File: config.mk
export PLATFORM = sky130hd
export DESIGN_NAME = fifo_stream_reader_flat
export DESIGN_NICKNAME = d
export VERILOG_FILES = /design/src/rtl/fifo_stream_reader_if.sv /design/src/rtl/fifo_stream_reader.sv /design/src/flat_wrapper.sv
export SDC_FILE = /design/constraint.sdc
export NUM_CORES = 1
export LEC_CHECK = 0
export CAP_MARGIN = 30
export CORE_ASPECT_RATIO = 0.8
export CORE_UTILIZATION = 53
export DETAILED_ROUTE_END_ITERATION = 8
export PLACE_DENSITY_LB_ADDON = 0.12
export SLEW_MARGIN = 10
export SYNTH_ARGS = -nofsm -noshare
export SYNTH_HDL_FRONTEND = slang
export SYNTH_SLANG_ARGS = --single-unit
File: constraint.sdc
create_clock -name clk -period 3.5 [get_ports clk]
set_input_delay 0.7 -clock clk [delete_from_list [all_inputs] [get_ports clk]]
set_output_delay 0.7 -clock clk [all_outputs]
set_load 0.02 [all_outputs]
File: src/rtl/fifo_stream_reader_if.sv
`default_nettype none
// ============================================================================
// Module   : fifo_stream_reader_if
// Purpose  : Bundles the FIFO read-side pins and the downstream valid/ready
//            stream pins used by fifo_stream_reader.
// Signals  : fifo_empty, fifo_data   - from the FIFO
//            fifo_cs, fifo_rd_en     - to the FIFO
//            m_valid, m_data         - stream word towards the consumer
//            m_ready                 - consumer accepts the word
// Modports : master - the reader (drives FIFO controls and stream word)
//            slave  - the environment (FIFO plus consumer)
// Revision : 1.0 - initial release
// ============================================================================
interface fifo_stream_reader_if #(
   parameter int DATA_WIDTH = 32
) ();

   logic                  fifo_empty;
   logic [DATA_WIDTH-1:0] fifo_data;
   logic                  fifo_cs;
   logic                  fifo_rd_en;
   logic                  m_valid;
   logic                  m_ready;
   logic [DATA_WIDTH-1:0] m_data;

   modport master (
      input  fifo_empty, fifo_data, m_ready,
      output fifo_cs, fifo_rd_en, m_valid, m_data
   );

   modport slave (
      output fifo_empty, fifo_data, m_ready,
      input  fifo_cs, fifo_rd_en, m_valid, m_data
   );

endinterface
`default_nettype wire

File: src/rtl/fifo_stream_reader.sv
`default_nettype none
// ============================================================================
// Module   : fifo_stream_reader
// Purpose  : Drains a synchronous FIFO with one-cycle registered read latency
//            and presents its words as a valid/ready stream. A 2-entry skid
//            buffer absorbs the read latency so one word per cycle is
//            sustained while the consumer is ready.
// Ports    : clk      - system clock, rising edge
//            rst_n    - asynchronous active-low reset
//            en       - 1 = new FIFO reads may be issued
//            bus      - FIFO read pins and stream pins (master modport)
//            idle     - nothing buffered and no read in flight
//            word_cnt - words delivered since reset (wraps)
// Revision : 1.0 - initial release
// ============================================================================
module fifo_stream_reader #(
   parameter int DATA_WIDTH = 32,
   parameter int CNT_WIDTH  = 16
) (
   input  wire                   clk,
   input  wire                   rst_n,
   input  wire                   en,
   fifo_stream_reader_if.master  bus,
   output logic                  idle,
   output logic [CNT_WIDTH-1:0]  word_cnt
);

   // Skid buffer storage and bookkeeping
   logic [DATA_WIDTH-1:0] r_mem [2];
   logic                  r_head;
   logic                  r_tail;
   logic [1:0]            r_buf_cnt;
   logic                  r_inflight;
   logic [CNT_WIDTH-1:0]  r_word_cnt;

   logic                  w_valid;
   logic                  w_pop;
   logic                  w_rd_en;
   logic [1:0]            w_next_cnt;

   assign w_valid = (r_buf_cnt != 2'd0);
   assign w_pop   = w_valid & bus.m_ready;

   // Occupancy after this edge, counting the in-flight capture and any pop.
   // It is also the number of slots already committed, so a new read is only
   // allowed when at most one slot is committed; this keeps buf_cnt <= 2.
   // Two bits are enough: buf_cnt <= 2 and inflight <= 1 give at most 3.
   assign w_next_cnt = r_buf_cnt + {1'b0, r_inflight} - {1'b0, w_pop};

   // rst_n gates the request so it drops immediately on reset assertion.
   assign w_rd_en = rst_n & en & ~bus.fifo_empty & (w_next_cnt <= 2'd1);

   assign bus.fifo_rd_en = w_rd_en;
   assign bus.fifo_cs    = w_rd_en;
   assign bus.m_valid    = w_valid;
   assign bus.m_data     = r_mem[r_head];
   assign idle           = (r_buf_cnt == 2'd0) & ~r_inflight;
   assign word_cnt       = r_word_cnt;

   always_ff @(posedge clk or negedge rst_n) begin
      if (!rst_n) begin
         r_mem[0]   <= '0;
         r_mem[1]   <= '0;
         r_head     <= 1'b0;
         r_tail     <= 1'b0;
         r_buf_cnt  <= 2'd0;
         r_inflight <= 1'b0;
         r_word_cnt <= '0;
      end else begin
         r_inflight <= w_rd_en;
         r_buf_cnt  <= w_next_cnt;
         // The FIFO word for the previous read is on fifo_data this cycle.
         // The tail never aliases a held head entry because buf_cnt <= 2.
         if (r_inflight) begin
            r_mem[r_tail] <= bus.fifo_data;
            r_tail        <= ~r_tail;
         end
         if (w_pop) begin
            r_head     <= ~r_head;
            r_word_cnt <= r_word_cnt + CNT_WIDTH'(1);
         end
      end
   end

   // Occupancy must never exceed the two storage entries.
   property p_no_overflow;
      @(posedge clk) disable iff (!rst_n) (r_buf_cnt != 2'd3);
   endproperty
   a_no_overflow: assert property (p_no_overflow);

   // A read must never be requested while the FIFO reports empty.
   property p_no_empty_read;
      @(posedge clk) disable iff (!rst_n) !(w_rd_en && bus.fifo_empty);
   endproperty
   a_no_empty_read: assert property (p_no_empty_read);

endmodule
`default_nettype wire

File: src/flat_wrapper.sv
// flat-port wrapper written by rule: the top's interface ports become plain ports
module fifo_stream_reader_flat 
#(
   parameter int DATA_WIDTH = 32,
   parameter int CNT_WIDTH  = 16
)
  (clk, rst_n, en, idle, word_cnt, bus_fifo_empty, bus_fifo_data, bus_m_ready, bus_fifo_cs, bus_fifo_rd_en, bus_m_valid, bus_m_data);
  fifo_stream_reader_if #(.DATA_WIDTH(DATA_WIDTH)) bus_i ();
  input  wire clk;
  input  wire rst_n;
  input  wire en;
  output logic idle;
  output logic [CNT_WIDTH-1:0] word_cnt;
  input wire logic [$bits(bus_i.fifo_empty)-1:0] bus_fifo_empty;
  input wire logic [$bits(bus_i.fifo_data)-1:0] bus_fifo_data;
  input wire logic [$bits(bus_i.m_ready)-1:0] bus_m_ready;
  output wire logic [$bits(bus_i.fifo_cs)-1:0] bus_fifo_cs;
  output wire logic [$bits(bus_i.fifo_rd_en)-1:0] bus_fifo_rd_en;
  output wire logic [$bits(bus_i.m_valid)-1:0] bus_m_valid;
  output wire logic [$bits(bus_i.m_data)-1:0] bus_m_data;
  assign bus_i.fifo_empty = bus_fifo_empty;
  assign bus_i.fifo_data = bus_fifo_data;
  assign bus_i.m_ready = bus_m_ready;
  assign bus_fifo_cs = bus_i.fifo_cs;
  assign bus_fifo_rd_en = bus_i.fifo_rd_en;
  assign bus_m_valid = bus_i.m_valid;
  assign bus_m_data = bus_i.m_data;
  fifo_stream_reader #(.DATA_WIDTH(DATA_WIDTH), .CNT_WIDTH(CNT_WIDTH)) u_core (.clk(clk), .rst_n(rst_n), .en(en), .bus(bus_i), .idle(idle), .word_cnt(word_cnt));
endmodule
==> results of run 1 <==
==> cells in the final DEF (no fill, tap or decap) <==
cell and count:
inv_1 2, inv_2 1, clkinv_2 3, nor4_4 1, dlygate4sd2_1 2, or2_1 1
buf_12 1, xor2_1 8, clkdlybuf4s50_1 85, o21ai_2 1, nand3_1 6, nand2_1 10
nand4_1 2, nor2b_4 1, and3_1 5, mux2_1 82, buf_4 9, bufinv_16 1
dfrtp_1 85, xnor2_1 11, ha_1 3, nor3_4 1, clkbuf_1 1, o2111ai_4 1
mux2_2 14, nor2_1 4, clkinvlp_4 1, nor3_2 2, clkbuf_8 9
==> metal layers <==
metal  global-route usage  vias to the layer above
met1               0.3088                     1163
met3              0.05952                        5
met2               0.3557                       58
met4              0.05373                        0
li1                     -                     1073
met5                    0                        -
==> report_power, final <==
group          internal, uW  leakage (uW)  switching [uW]
Clock                   323     0.0000919             330
Sequential             1410       0.00104             277
Combinational          1100       0.00102             938
==> cell type report <==
cell class | instances | area [um2]
Tap cell | 84 | 105.1
Timing Repair Buffer | 97 | 955.9
Clock inverter | 5 | 52.55
Sequential cell | 85 | 2127
Multi-Input combinational cell | 153 | 1524
Fill cell | 463 | 1668
Inverter | 3 | 11.26
Clock buffer | 10 | 127.6
==> worst paths after layout <==
| path | to | slack (ps) | cells after the start |
|---|---|---|---|
| worst max-delay path | bus_fifo_rd_en | 160 | 10 |
| worst min-delay path | u_core.r_mem[34] | 390 | 2 |
| worst max register to register | u_core.r_mem[17] | 1700 | 3 |
| worst min register to register | u_core.word_cnt[15] | 480 | 1 |
| max in group asynchronous | u_core.r_mem[59] | 2020 | 3 |
| min in group clk | u_core.word_cnt[15] | 480 | 1 |
==> sequential cells by signal, indices dropped and copies added (netlist names) <==
| register | count |
|---|---|
| u_core.r_tail | 1 |
| u_core.r_inflight | 1 |
| u_core.word_cnt | 16 |
| u_core.r_buf_cnt | 2 |
| u_core.r_head | 1 |
| u_core.r_mem | 64 |
==> logic make-up after synthesis <==
| logic type | Yosys count | synth area share |
|---|---|---|
| buf+inv | 15 | 0.02121 |
| compound gates | 2 | 0.009426 |
| xor+xnor | 19 | 0.04477 |
| flops | 85 | 0.5722 |
| simple gates | 33 | 0.05150 |
| mux | 96 | 0.2908 |
| fa+ha+maj | 3 | 0.01010 |
==> what timing repair did <==
item,4_1_cts,5_1_grt
setup buffers,0,0
endpoints found under the hold margin,0,0
endpoints found under the setup margin,2,2
resized for setup,2,1
==> metrics by stage <==
| stage | power [uW] | utilization | worst slack (ps) | cells | TNS [ps] |
|---|---|---|---|---|---|
| after floorplan | 2835 | - | 284.8 | 253 | 0 |
| after global placement | 3689 | 0.7153 | -165.6 | 421 | -330.0 |
| after detailed placement | 3769 | 0.7184 | -200.6 | 422 | -400.0 |
| after CTS | 4434 | 0.7454 | 82.93 | 437 | 0 |
| after global routing | 4649 | 0.7462 | 69.90 | 437 | 0 |
| final | 4384 | 0.7462 | 163.4 | 437 | 0 |
==> results.toml, run 1 <==
[timing]
skew_ps = 6.129
drv_slew = 0
grt_setup_unrepaired = "false"
setup_violations = 0
fin_crit_ps = 3337
fin_hold_ws_ps = 386.0
fmax_mhz = 299.7
period_share = 0.9533
hold_viol = 0
tightest_slew_ps = 787.5
slew_headroom = 0.4750

[final_layout]
area_delta_synth_final_pct = 31.91
nets = 389
design_area_um2 = 4903
drive_above_1_share = 0.1303
antenna_cells = 0

[placement]
io_buffers = 88
place_area_um2 = 4721
gp_routability_congestion = 0.7537
dp_hpwl_um = 5178

[route]
wl_met1_um = 3396
wl_um = 7377
drt_first_pass_iters = 4
drcViolationCount = 0
antenna_left = 0
post_drt_wl_per_cell_um = 16.88
highest_layer = "met4"
met3WireLength_um = 401
route.vias.total = 2299
via_per_inst = 5.261
route.met2.wl_um = 3527
drtIter0Drc = 80

[synth]
ys_ff_latch = 85
netlist_area_um2 = 3717
postSynthCellCount = 253
yosysWarnings = 0
synth_nets = 293
synth_top_cell_by_area = "dfrtp_1"
synth_top_area_share = 0.5722
ys.flop_type = "dfrtp_1"
netlist_top_cells_area = "dfrtp_1 (57%), mux2_1 (25%), mux2_2 (4.2%)"
synth_commonest_cells = "dfrtp_1 (85), mux2_1 (82), mux2_2 (14)"
synth_edf_count = 0
postSynthAreaPerCell_um2 = 14.69
synthArstFlopShare = 1.000
ys_types = 24
yosysMostFrequentCell = "dfrtp_1"
synth.yosys.seq_area_share = 0.5722

[die]
initial_core_util = 0.5657
io_pins = 89
die-width_um = 95.64
num_rows = 26
dieArea_um2 = 7355
die_h_um = 76.91
core_um2 = 6571

[critical_path]
crit_path_cell_trace = "clkdlybuf4s50_1, o21ai_2, inv_2, ha_1, inv_1, ha_1, xnor2_1, xnor2_1, nor3_2, dlygate4sd2_1"
path_delay_family = "buffers and inverters"
r2r_start = "u_core.r_inflight"
crit_fanout = 3
endpoint_kind = "output pin"
crit_start = "bus_m_ready"
arrival_ps = 2640
crit_type = "primary input to output pin"
startpoint_type = "primary input"
crit_slowest_cell = "clkdlybuf4s50_1"
cpPeakStageDelay_ps = 440
crit_required_ps = 2800
path_buf_inv = 4

[cts]
cts_buffer_depth = 2
htreeDepth = 3
clk_latency_ps = 340
cts_root_buf = "clkbuf_8"
cts_hold_buf = 0
cts-buffers-inserted = 9
clk_pin_slew_worst_paths_ps = 80
cts.sinks = 85
cts_tree = "done"

[global_route]
grt_usage = 0.2246
grt_first_pass_wirelength_um = 12360
grt_max_degree = 63
grt_antenna_before_repair = 0
grt_pass1_vias = 2416
grt.overflow.total = 0

[power]
ir_drop_uv = 516.7
power.density_nw_per_um2 = 894.0
p_leak_uw = 0.002154

[min_path]
holdCritPathClass = "primary input to asynchronous set/reset pin"

[job]
cap_violations = 0

[status]
outcome = "completed"
(Power assumes the default switching activity.)
==> inputs of run 2 (changes only) <==
Settings changed: ABC_CLOCK_PERIOD_IN_PS from default to 3500.
==> results of run 2 <==
No change in the layout: final DEF, timing and power equal those of run 1.
==> inputs of run 3 (changes only) <==
Settings changed: ABC_CLOCK_PERIOD_IN_PS 3500 to 2900, CORE_ASPECT_RATIO 0.8 to default, CORE_UTILIZATION 53 to 45.
Clock period 3.5 ns to 2.9 ns, I/O delays scaled along.
==> results.toml, run 3 (synthesis results as in run 1) <==
[status]
outcome = "completed"

[cts]
htreeDepth = 3
cts-buffers-inserted = 9
clk_pin_slew_worst_paths_ps = 90
cts_setup_buffers = 0
cts.sinks = 85
cts_tree = "done"
cts_root_buf = "clkbuf_8"
cts_buffer_depth = 2
clk_latency_ps = 350

[route]
drtIter0Drc = 68
met3WireLength_um = 327
drt_first_pass_iters = 4
route.met2.wl_um = 3688
via_per_inst = 5.061
antenna_left = 0
wl_met1_um = 3075
post_drt_wl_per_cell_um = 15.71
wl_um = 7211
highest_layer = "met4"
route.vias.total = 2323
drcViolationCount = 0

[placement]
dp_hpwl_um = 5073
gp_routability_congestion = 0.7092
post-place-ws_ps = -453.7
io_buffers = 88

[timing]
fin_crit_ps = 2640
setup_slack_ps = 260.0
skew_ps = 8.833
hold_viol = 0
fmax_mhz = 378.8
tightest_slew_ps = 595.5
slew_headroom = 0.6021
fin_setup_tns_ps = 0
setup_violations = 0
period_share = 0.9104
grt_setup_unrepaired = "false"
drv_slew = 0

[power]
ir_drop_uv = 483.8
p_leak_uw = 0.002188
power.density_nw_per_um2 = 1088

[final_layout]
largest_reg_flops = 64
drive_above_1_share = 0.1541
area_delta_synth_final_pct = 34.84
nets = 392
top_register = "u_core.r_mem"
antenna_cells = 0
final_common_cell = "dfrtp_1"
final_core_util = 0.6387
mostFrequentLayoutCells = "dfrtp_1 (85), clkdlybuf4s50_1 (84), mux2_1 (82)"

[global_route]
grt_first_pass_wirelength_um = 12130
grt_usage = 0.1829
grt_antenna_before_repair = 0
grt_max_degree = 44
grt_pass1_vias = 2551
grt.overflow.total = 0

[die]
core_um2 = 7848
die_h_um = 92.89
io_pins = 89
num_rows = 32
dieArea_um2 = 8629
die-width_um = 92.89
initial_core_util = 0.4737

[critical_path]
crit_type = "flip-flop to output pin"
crit_required_ps = 2320
startpoint_type = "flip-flop"
r2r-end = "u_core.r_mem[62]"
arrival_ps = 2060
crit_fanout = 3
endpoint_kind = "output pin"
r2r_start = "u_core.r_inflight"
endpoint = "bus_fifo_rd_en"
crit_start = "u_core.r_buf_cnt[1]"
rrSetupSlack_ps = 1190
reg2reg_depth = 3

[job]
cap_violations = 0

[min_path]
holdCritPathClass = "primary input to asynchronous set/reset pin"
run 3: cell count changes in the layout (fill, tap and decap cells not counted), sizes merged:
| cell | delta |
|---|---|
| buf | +5 |
| bufinv | +1 |
| clkbuf | +1 |
| clkdlybuf4s50 | -1 |
| clkinv | -3 |
| clkinvlp | +2 |
| dlygate4sd2 | -2 |
| dlymetal6s2s | +1 |
run 3: repair_timing:
action                                  CTS  global route
cloned                                    0             0
resized for setup                         8             5
pin swaps                                 0             1
hold buffers                              0             0
endpoints found under the setup margin    2             2
run 3: how the worst min path moves through the flow:
stage	startpoint	cells past startpoint	slack, ps	to
3_3_place_gp	u_core.r_mem[51]	1	460	u_core.r_mem[51]
3_5_place_dp	u_core.word_cnt[15]	1	460	u_core.word_cnt[15]
4_1_cts	rst_n	2	330	u_core.r_mem[21]
5_1_grt	rst_n	2	370	u_core.r_mem[53]
2_1_floorplan	rst_n	0	280	u_core.r_buf_cnt[0]
6_report	rst_n	2	320	u_core.r_mem[21]
run 3: cell type report:
class                      instances  area [um2]
inverter                           3       11.26
multi-input combinational        153        1534
timing repair buffer             100       978.4
tap                              102       127.6
sequential                        85        2127
clock inverter                     5       82.58
fill                             629        2835
clock buffer                      11       151.4
run 3: report_power, final:
part / total, uW / switching (uW) / internal, uW
clock: 943 / 411 / 532
sequential: 1990 / 289 / 1700
combinational: 2520 / 1160 / 1360
total: 5450 / 1860 / 3590
run 3: through the flow:
step	instance area, um2	hold slack, ps	std cells	power (uW)
floorplan	3722	284.4	253	3425
global placement	4771	459.8	443	4506
detailed placement	4771	462.3	443	4570
CTS	4995	333.2	459	5519
global route	5012	367.2	459	5788
finish	5012	317.9	459	5455
run 3: layer usage:
layer  vias to the layer above  global-route usage
met5                         -                   0
met4                         0             0.07692
met3                         9             0.03695
met2                        49              0.3125
met1                      1188              0.2246
li1                       1077                   -
run 3: worst max-delay path: stages (launching register included):
cell and delay (ps):
dfrtp_1 390, o21ai_2 170, inv_2 50, ha_1 270, inv_1 40, ha_2 170
xnor2_2 130, xnor2_1 150, nor3_2 170, buf_4 180
